## src/rtl/matmul_mem_pkg.sv

```systemverilog
// Shared types and default widths for the matmul sequencer memory port.
// The request record is what the FIFO stores and what the SRAM pins are driven from.
package matmul_mem_pkg;

   localparam int MEM_AW         = 16;
   localparam int MEM_DW         = 32;
   localparam int DEF_FIFO_DEPTH = 4;

   typedef struct packed {
      logic              we;
      logic [MEM_AW-1:0] addr;
      logic [MEM_DW-1:0] wdata;
   } mem_req_t;

   localparam mem_req_t MEM_REQ_RST = '{we: 1'b0, addr: {MEM_AW{1'b0}}, wdata: {MEM_DW{1'b0}}};

endpackage

```

## src/rtl/matmul_mem_port_if.sv

```systemverilog
// Sequencer-side request bus: one-cycle requests with no ready, plus the read-return pulse.
interface matmul_mem_port_if;
   import matmul_mem_pkg::*;

   logic              mem_req;
   logic              mem_write;
   logic [MEM_AW-1:0] mem_addr;
   logic [MEM_DW-1:0] mem_wdata;
   logic              mem_rdata_vld;
   logic [MEM_DW-1:0] mem_rdata;

   modport master (
      output mem_req, mem_write, mem_addr, mem_wdata,
      input  mem_rdata_vld, mem_rdata
   );

   modport slave (
      input  mem_req, mem_write, mem_addr, mem_wdata,
      output mem_rdata_vld, mem_rdata
   );

endinterface

```

## src/rtl/mem_req_fifo.sv

```systemverilog
// Request FIFO whose head entry lives in its own register so the SRAM pins come straight
// from flops; the ring keeps every entry and the head register mirrors ring[rd_ptr].
module mem_req_fifo
   import matmul_mem_pkg::*;
#(
   parameter int DEPTH = DEF_FIFO_DEPTH
) (
   input  logic                   clk,
   input  logic                   rst_n,
   input  logic                   push,
   input  mem_req_t               din,
   input  logic                   pop,
   output mem_req_t               head,
   output logic                   head_vld,
   output logic                   full,
   output logic [$clog2(DEPTH):0] count
);

   localparam int PW = $clog2(DEPTH);

   mem_req_t        mem_r [DEPTH];
   mem_req_t        head_r;
   mem_req_t        head_nxt_s;
   logic            vld_r;
   logic            vld_nxt_s;
   logic [PW:0]     wr_ptr_r;
   logic [PW:0]     rd_ptr_r;
   logic [PW:0]     count_r;
   logic [PW-1:0]   rd_nxt_s;
   logic            empty_s;
   logic            full_s;
   logic            push_ok_s;
   logic            pop_ok_s;

   // Status from the pointers; the wrap bit separates full from empty.
   always_comb begin
      empty_s   = (wr_ptr_r == rd_ptr_r);
      full_s    = (wr_ptr_r[PW] != rd_ptr_r[PW]) &&
                  (wr_ptr_r[PW-1:0] == rd_ptr_r[PW-1:0]);
      pop_ok_s  = pop & ~empty_s;
      push_ok_s = push & (~full_s | pop_ok_s);
      rd_nxt_s  = rd_ptr_r[PW-1:0] + PW'(1);
   end

   // Next head: the entry behind the old head, or the incoming one when it becomes the head.
   always_comb begin
      head_nxt_s = head_r;
      vld_nxt_s  = vld_r;
      if (pop_ok_s) begin
         if (count_r == (PW+1)'(1)) begin
            if (push_ok_s) begin
               head_nxt_s = din;
               vld_nxt_s  = 1'b1;
            end else begin
               vld_nxt_s  = 1'b0;
            end
         end else begin
            head_nxt_s = mem_r[rd_nxt_s];
            vld_nxt_s  = 1'b1;
         end
      end else if (push_ok_s && empty_s) begin
         head_nxt_s = din;
         vld_nxt_s  = 1'b1;
      end else begin
         head_nxt_s = head_r;
         vld_nxt_s  = vld_r;
      end
   end

   // Pointers, occupancy and the head register.
   always_ff @(posedge clk or negedge rst_n) begin
      if (!rst_n) begin
         wr_ptr_r <= {(PW+1){1'b0}};
         rd_ptr_r <= {(PW+1){1'b0}};
         count_r  <= {(PW+1){1'b0}};
         head_r   <= MEM_REQ_RST;
         vld_r    <= 1'b0;
      end else begin
         if (push_ok_s) begin
            wr_ptr_r <= wr_ptr_r + (PW+1)'(1);
         end
         if (pop_ok_s) begin
            rd_ptr_r <= rd_ptr_r + (PW+1)'(1);
         end
         case ({push_ok_s, pop_ok_s})
            2'b10:   count_r <= count_r + (PW+1)'(1);
            2'b01:   count_r <= count_r - (PW+1)'(1);
            default: count_r <= count_r;
         endcase
         head_r <= head_nxt_s;
         vld_r  <= vld_nxt_s;
      end
   end

   // Ring storage; its contents are don't-care until written, so it carries no reset.
   always_ff @(posedge clk) begin
      if (push_ok_s) begin
         mem_r[wr_ptr_r[PW-1:0]] <= din;
      end
   end

   assign head     = head_r;
   assign head_vld = vld_r;
   assign full     = full_s;
   assign count    = count_r;

endmodule

```

## src/rtl/matmul_mem_port.sv

```systemverilog
// Buffers sequencer requests (which cannot be back-pressured) and replays them to a granted
// single-port SRAM, returning read data two cycles after acceptance.
module matmul_mem_port
   import matmul_mem_pkg::*;
#(
   parameter int FIFO_DEPTH = DEF_FIFO_DEPTH
) (
   input  logic                        clk,
   input  logic                        rst_n,
   matmul_mem_port_if.slave            bus,
   output logic                        sram_ce,
   output logic                        sram_we,
   output logic [MEM_AW-1:0]           sram_addr,
   output logic [MEM_DW-1:0]           sram_wdata,
   input  logic                        sram_gnt,
   input  logic [MEM_DW-1:0]           sram_rdata,
   output logic [$clog2(FIFO_DEPTH):0] req_count,
   output logic                        ovf,
   output logic                        idle
);

   localparam int CW = $clog2(FIFO_DEPTH) + 1;

   mem_req_t          din_s;
   mem_req_t          head_s;
   logic              head_vld_s;
   logic              full_s;
   logic              push_s;
   logic              pop_s;
   logic              rd_acc_s;
   logic [CW-1:0]     count_s;
   logic [CW-1:0]     cnt_nxt_s;
   logic              ovf_r;
   logic              rd_p1_r;
   logic              rdata_vld_r;
   logic [MEM_DW-1:0] rdata_r;
   logic              idle_r;

   // A full FIFO still takes a request when its head leaves in the same cycle.
   always_comb begin
      din_s    = '{we: bus.mem_write, addr: bus.mem_addr, wdata: bus.mem_wdata};
      pop_s    = head_vld_s & sram_gnt;
      push_s   = bus.mem_req & (~full_s | pop_s);
      rd_acc_s = pop_s & ~head_s.we;
      case ({push_s, pop_s})
         2'b10:   cnt_nxt_s = count_s + CW'(1);
         2'b01:   cnt_nxt_s = count_s - CW'(1);
         default: cnt_nxt_s = count_s;
      endcase
   end

   mem_req_fifo #(
      .DEPTH (FIFO_DEPTH)
   ) u_fifo (
      .clk      (clk),
      .rst_n    (rst_n),
      .push     (push_s),
      .din      (din_s),
      .pop      (pop_s),
      .head     (head_s),
      .head_vld (head_vld_s),
      .full     (full_s),
      .count    (count_s)
   );

   // Sticky drop flag, cleared only by reset.
   always_ff @(posedge clk or negedge rst_n) begin
      if (!rst_n) begin
         ovf_r <= 1'b0;
      end else if (bus.mem_req & ~push_s) begin
         ovf_r <= 1'b1;
      end
   end

   // Read return: flag the accepted read, capture SRAM data next cycle, pulse valid after.
   always_ff @(posedge clk or negedge rst_n) begin
      if (!rst_n) begin
         rd_p1_r     <= 1'b0;
         rdata_vld_r <= 1'b0;
         rdata_r     <= {MEM_DW{1'b0}};
      end else begin
         rd_p1_r     <= rd_acc_s;
         rdata_vld_r <= rd_p1_r;
         if (rd_p1_r) begin
            rdata_r <= sram_rdata;
         end
      end
   end

   // Idle once nothing is queued, nothing awaits SRAM data and no valid pulse is due.
   always_ff @(posedge clk or negedge rst_n) begin
      if (!rst_n) begin
         idle_r <= 1'b1;
      end else begin
         idle_r <= (cnt_nxt_s == {CW{1'b0}}) & ~rd_acc_s & ~rd_p1_r;
      end
   end

   assign sram_ce           = head_vld_s;
   assign sram_we           = head_s.we;
   assign sram_addr         = head_s.addr;
   assign sram_wdata        = head_s.wdata;
   assign req_count         = count_s;
   assign ovf               = ovf_r;
   assign idle              = idle_r;
   assign bus.mem_rdata_vld = rdata_vld_r;
   assign bus.mem_rdata     = rdata_r;

endmodule

```

## src/flat_wrapper.sv

```systemverilog
// flat-port wrapper written by rule: the top's interface ports become plain ports
module matmul_mem_port_flat import matmul_mem_pkg::*;
#(
   parameter int FIFO_DEPTH = DEF_FIFO_DEPTH
)
  (clk, rst_n, sram_ce, sram_we, sram_addr, sram_wdata, sram_gnt, sram_rdata, req_count, ovf, idle, bus_mem_req, bus_mem_write, bus_mem_addr, bus_mem_wdata, bus_mem_rdata_vld, bus_mem_rdata);
  matmul_mem_port_if bus_i ();
  input  logic clk;
  input  logic rst_n;
  output logic sram_ce;
  output logic sram_we;
  output logic [MEM_AW-1:0] sram_addr;
  output logic [MEM_DW-1:0] sram_wdata;
  input  logic sram_gnt;
  input  logic [MEM_DW-1:0] sram_rdata;
  output logic [$clog2(FIFO_DEPTH):0] req_count;
  output logic ovf;
  output logic idle;
  input wire logic [$bits(bus_i.mem_req)-1:0] bus_mem_req;
  input wire logic [$bits(bus_i.mem_write)-1:0] bus_mem_write;
  input wire logic [$bits(bus_i.mem_addr)-1:0] bus_mem_addr;
  input wire logic [$bits(bus_i.mem_wdata)-1:0] bus_mem_wdata;
  output wire logic [$bits(bus_i.mem_rdata_vld)-1:0] bus_mem_rdata_vld;
  output wire logic [$bits(bus_i.mem_rdata)-1:0] bus_mem_rdata;
  assign bus_i.mem_req = bus_mem_req;
  assign bus_i.mem_write = bus_mem_write;
  assign bus_i.mem_addr = bus_mem_addr;
  assign bus_i.mem_wdata = bus_mem_wdata;
  assign bus_mem_rdata_vld = bus_i.mem_rdata_vld;
  assign bus_mem_rdata = bus_i.mem_rdata;
  matmul_mem_port #(.FIFO_DEPTH(FIFO_DEPTH)) u_core (.clk(clk), .rst_n(rst_n), .bus(bus_i), .sram_ce(sram_ce), .sram_we(sram_we), .sram_addr(sram_addr), .sram_wdata(sram_wdata), .sram_gnt(sram_gnt), .sram_rdata(sram_rdata), .req_count(req_count), .ovf(ovf), .idle(idle));
endmodule
```

## config.mk

```make
export PLATFORM = sky130hd
export DESIGN_NAME = matmul_mem_port_flat
export DESIGN_NICKNAME = d
export VERILOG_FILES = /design/src/rtl/matmul_mem_pkg.sv /design/src/rtl/matmul_mem_port_if.sv /design/src/rtl/mem_req_fifo.sv /design/src/rtl/matmul_mem_port.sv /design/src/flat_wrapper.sv
export SDC_FILE = /design/constraint.sdc
export NUM_CORES = 1
export LEC_CHECK = 0
export CORE_ASPECT_RATIO = 0.75
export CORE_MARGIN = 2
export CORE_UTILIZATION = 54
export DETAILED_ROUTE_END_ITERATION = 8
export HOLD_SLACK_MARGIN = 0.06
export PLACE_DENSITY = 0.8
export SYNTH_ARGS = -nofsm -noshare
export SYNTH_HDL_FRONTEND = slang
export SYNTH_SLANG_ARGS = --single-unit
```

## constraint.sdc

```tcl
create_clock -name clk -period 3.1 [get_ports clk]
set_input_delay 0.465 -clock clk [delete_from_list [all_inputs] [get_ports clk]]
set_output_delay 0.465 -clock clk [all_outputs]
set_load 0.01 [all_outputs]
```

==> results.py <==
metrics = {
    "run_status": {
        "status": "completed",
    },
    "global_route": {
        "grt_pass1_vias": 6352,
        "grt_usage": 0.213,
        "antenna_found_initial": 1,
        "grt-ovfl-total": 0,
        "grt_pass1_wl_um": 36000,
        "grt_start_max_net_pins": 68,
    },
    "sta": {
        "min_period_ps": 2510,
        "holdWs_ps": 450,
        "timing.final.crit_share": 0.811,
        "hold_viol_final": 0,
        "max_clock_freq_mhz": 398,
        "setup_viol": 0,
        "fin_ws_ps": 587,
        "skew_ps": 15.7,
        "drv_slew": 0,
        "slew_headroom": 0.128,
        "final.setup.tns_ps": 0,
        "rsz0062_at_grt": "false",
        "max_slew.worst_pin.slew_ps": 1310,
    },
    "logic_synthesis": {
        "ys_types": 35,
        "async_flop_share": 0.326,
        "syn-num-nets": 656,
        "synth.yosys.warnings": 0,
        "synth_top_area_share": 0.512,
        "syn_avg_cell_area_sq_um": 20.5,
        "synth_most_common_cell": "edfxtp_1",
        "synth-seq-cells": 291,
        "synth_seq_area_share": 0.719,
        "ys_top_cells_by_area": "edfxtp_1 (51%), dfrtp_1 (20%), mux2_2 (12%)",
        "synth_top_cell_by_area": "edfxtp_1",
        "synthFlopType": "edfxtp_1",
        "netlist_area_sq_um": 11500,
        "syn_inst": 560,
        "synth-edff-count": 196,
        "synth_commonest_cells": "edfxtp_1 (196), mux2_2 (121), dfrtp_1 (94)",
    },
    "floorplanning": {
        "die_area_sq_um": 22500,
        "row_count": 46,
        "fp.coreArea_sq_um": 21000,
        "die_y_um": 130,
        "start_util": 0.547,
        "boundaryPins": 173,
        "die_x_um": 172,
    },
    "power_and_ir_drop": {
        "power_leakage_nw": 5.22,
        "ir_drop_mv": 0.779,
        "clockPowerShare": 0.222,
        "p_seq_frac": 0.385,
        "power_density_nw_per_um2": 1080,
        "p_sw_frac": 0.298,
        "power_mw": 15.7,
        "internal-power_mw": 11.0,
        "p_comb_frac": 0.393,
        "power.switching_mw": 4.68,
    },
    "worst_hold_path": {
        "hp-class": "input pin to async pin",
    },
    "placed_design": {
        "place_area_sq_um": 13600,
        "gp_congestion": 0.849,
        "port_buffers": 172,
        "place_hpwl_um": 14100,
        "place_inst": 1008,
        "pre_cts_slack_ps": 257,
    },
    "flow_run": {
        "max_cap_violations": 0,
    },
    "worst_setup_path": {
        "crit_fanout": 19,
        "r2r-end": "u_core.u_fifo.head[26]",
        "critPathLaunchType": "flop",
        "path_class": "flop to flop",
        "ff2ff_path_depth": 7,
        "crit_path_end_kind": "flop",
        "ff2ff_setup_slack_ps": 590,
        "crit_required_ps": 3500,
        "worstPathArrival_ps": 2910,
        "reg2reg_from": "u_core.u_fifo.wr_ptr_r[1]",
    },
    "clock_tree": {
        "clk_pin_slew_ps": 60,
        "cts-root-buf": "clkbuf_16",
        "post_cts_resized": 0,
        "numCtsBuffers": 27,
        "ctsLongestPathBuffers": 3,
        "cts_tree": "built",
        "clk_latency_ps": 520,
        "cts_max_level": 1,
        "cts.sinks": 291,
        "postCtsSetupBuffers": 0,
    },
    "finish": {
        "final_cell_area_sq_um": 14600,
        "multi_input_area_sq_um": 3070,
        "area_delta_synth_final_pct": 27.3,
        "seq_area_sq_um": 8270,
        "postLayoutCoreUtil": 0.696,
        "nets": 846,
        "layout-drive-gt1-share": 0.317,
        "final_cells": 1059,
        "fillers": 1288,
    },
    "routing": {
        "final_antenna_net_count": 0,
        "drt-initial-drc-count": 562,
        "vias": 5916,
        "drc": 0,
        "wire_per_inst_um": 21.9,
        "first_pass_iters": 5,
        "totalWireLength_um": 23200,
        "vias_per_cell": 5.59,
    },
}
## how the worst max path moves through the flow
stage	cells after the start	from	endpoint	slack [ps]
after floorplan	4	u_core.u_fifo.rd_ptr_r[0]	u_core.u_fifo.mem_r[3][0]	430
after global placement	8	sram_gnt	u_core.u_fifo.head[10]	330
after detailed placement	8	sram_gnt	u_core.u_fifo.head[26]	260
after CTS	7	u_core.u_fifo.wr_ptr_r[1]	u_core.u_fifo.head[26]	570
after global routing	7	u_core.u_fifo.wr_ptr_r[1]	u_core.u_fifo.head[21]	470
final	7	u_core.u_fifo.wr_ptr_r[1]	u_core.u_fifo.head[26]	590
## power groups by stage
stage               registers (mW)  clock network, mW  logic, mW
floorplan                     6.22                  0       3.63
global placement              6.03                  0       6.09
detailed placement            6.13                  0       6.24
CTS                           6.07               3.56       6.29
global route                  6.18               3.74       6.63
finish                        6.05               3.49       6.18
## worst max-delay path, cell delays in order, from the launching register on
cell,delay [ps]
dfrtp_1,450
xnor2_2,340
a31o_2,270
inv_1,90
ha_1,250
a22oi_2,250
buf_4,340
mux2_2,380
## layer usage
layer  routed length [um]  track usage  vias up
li1                     -            -     2599
met1                 9600        0.299     3083
met2                11600        0.349      207
met3                 1700       0.0513       27
met4                  309       0.0405        0
met5                    0            0        -
## logic make-up after synthesis
logic type,count (synthesis),synth area share
buffers and inverters,36,0.0150
xor gates and xnor gates,13,0.0122
and+or+nand+nor,17,0.00740
AOI/OAI and AO/OA,11,0.00882
adders and majority gates,11,0.0120
muxes,181,0.225
DFF,291,0.719
## layout make-up
type | count | share of cell area
flip-flops and latches | 291 | 0.565
multi-input cells | 233 | 0.210
repair buffers | 187 | 0.131
clock buffers | 37 | 0.0536
well taps | 288 | 0.0246
clock inverters | 12 | 0.0121
inverters | 10 | 0.00257
diodes | 1 | 0.000171
## sequential cells by signal, indices dropped and copies added (netlist names)
signal,flops
u_core.bus.mem_rdata_vld,1
u_core.u_fifo.rd_ptr_r,3
u_core.u_fifo.head,49
u_core.rd_p1_r,1
u_core.bus.mem_rdata,32
u_core.ovf,1
u_core.u_fifo.mem_r,196
u_core.u_fifo.wr_ptr_r,3
u_core.u_fifo.head_vld,1
u_core.idle,1
u_core.u_fifo.count,3
## what timing repair did
action,4_1_cts,5_1_grt
setup endpoints to repair,0,0
hold buffers,1,0
endpoints found under the hold margin,28,0
## cell usage in the layout (no fill, tap or decap), types with 3 or more instances in the layout
cell type and instances:
and2_2 4, dfrtp_1 93, clkbuf_1 3, buf_12 7, mux4_2 49, clkbuf_8 7
inv_1 10, clkinv_2 3, mux2_2 121, xor2_1 4, clkbuf_16 27, mux2_1 10
buf_4 8, ha_1 10, bufinv_16 4, clkdlybuf4s50_1 171, nor2_1 3, nand2_1 5
xnor2_1 7, edfxtp_1 196
No activity file was read; power rests on OpenSTA's default activity.
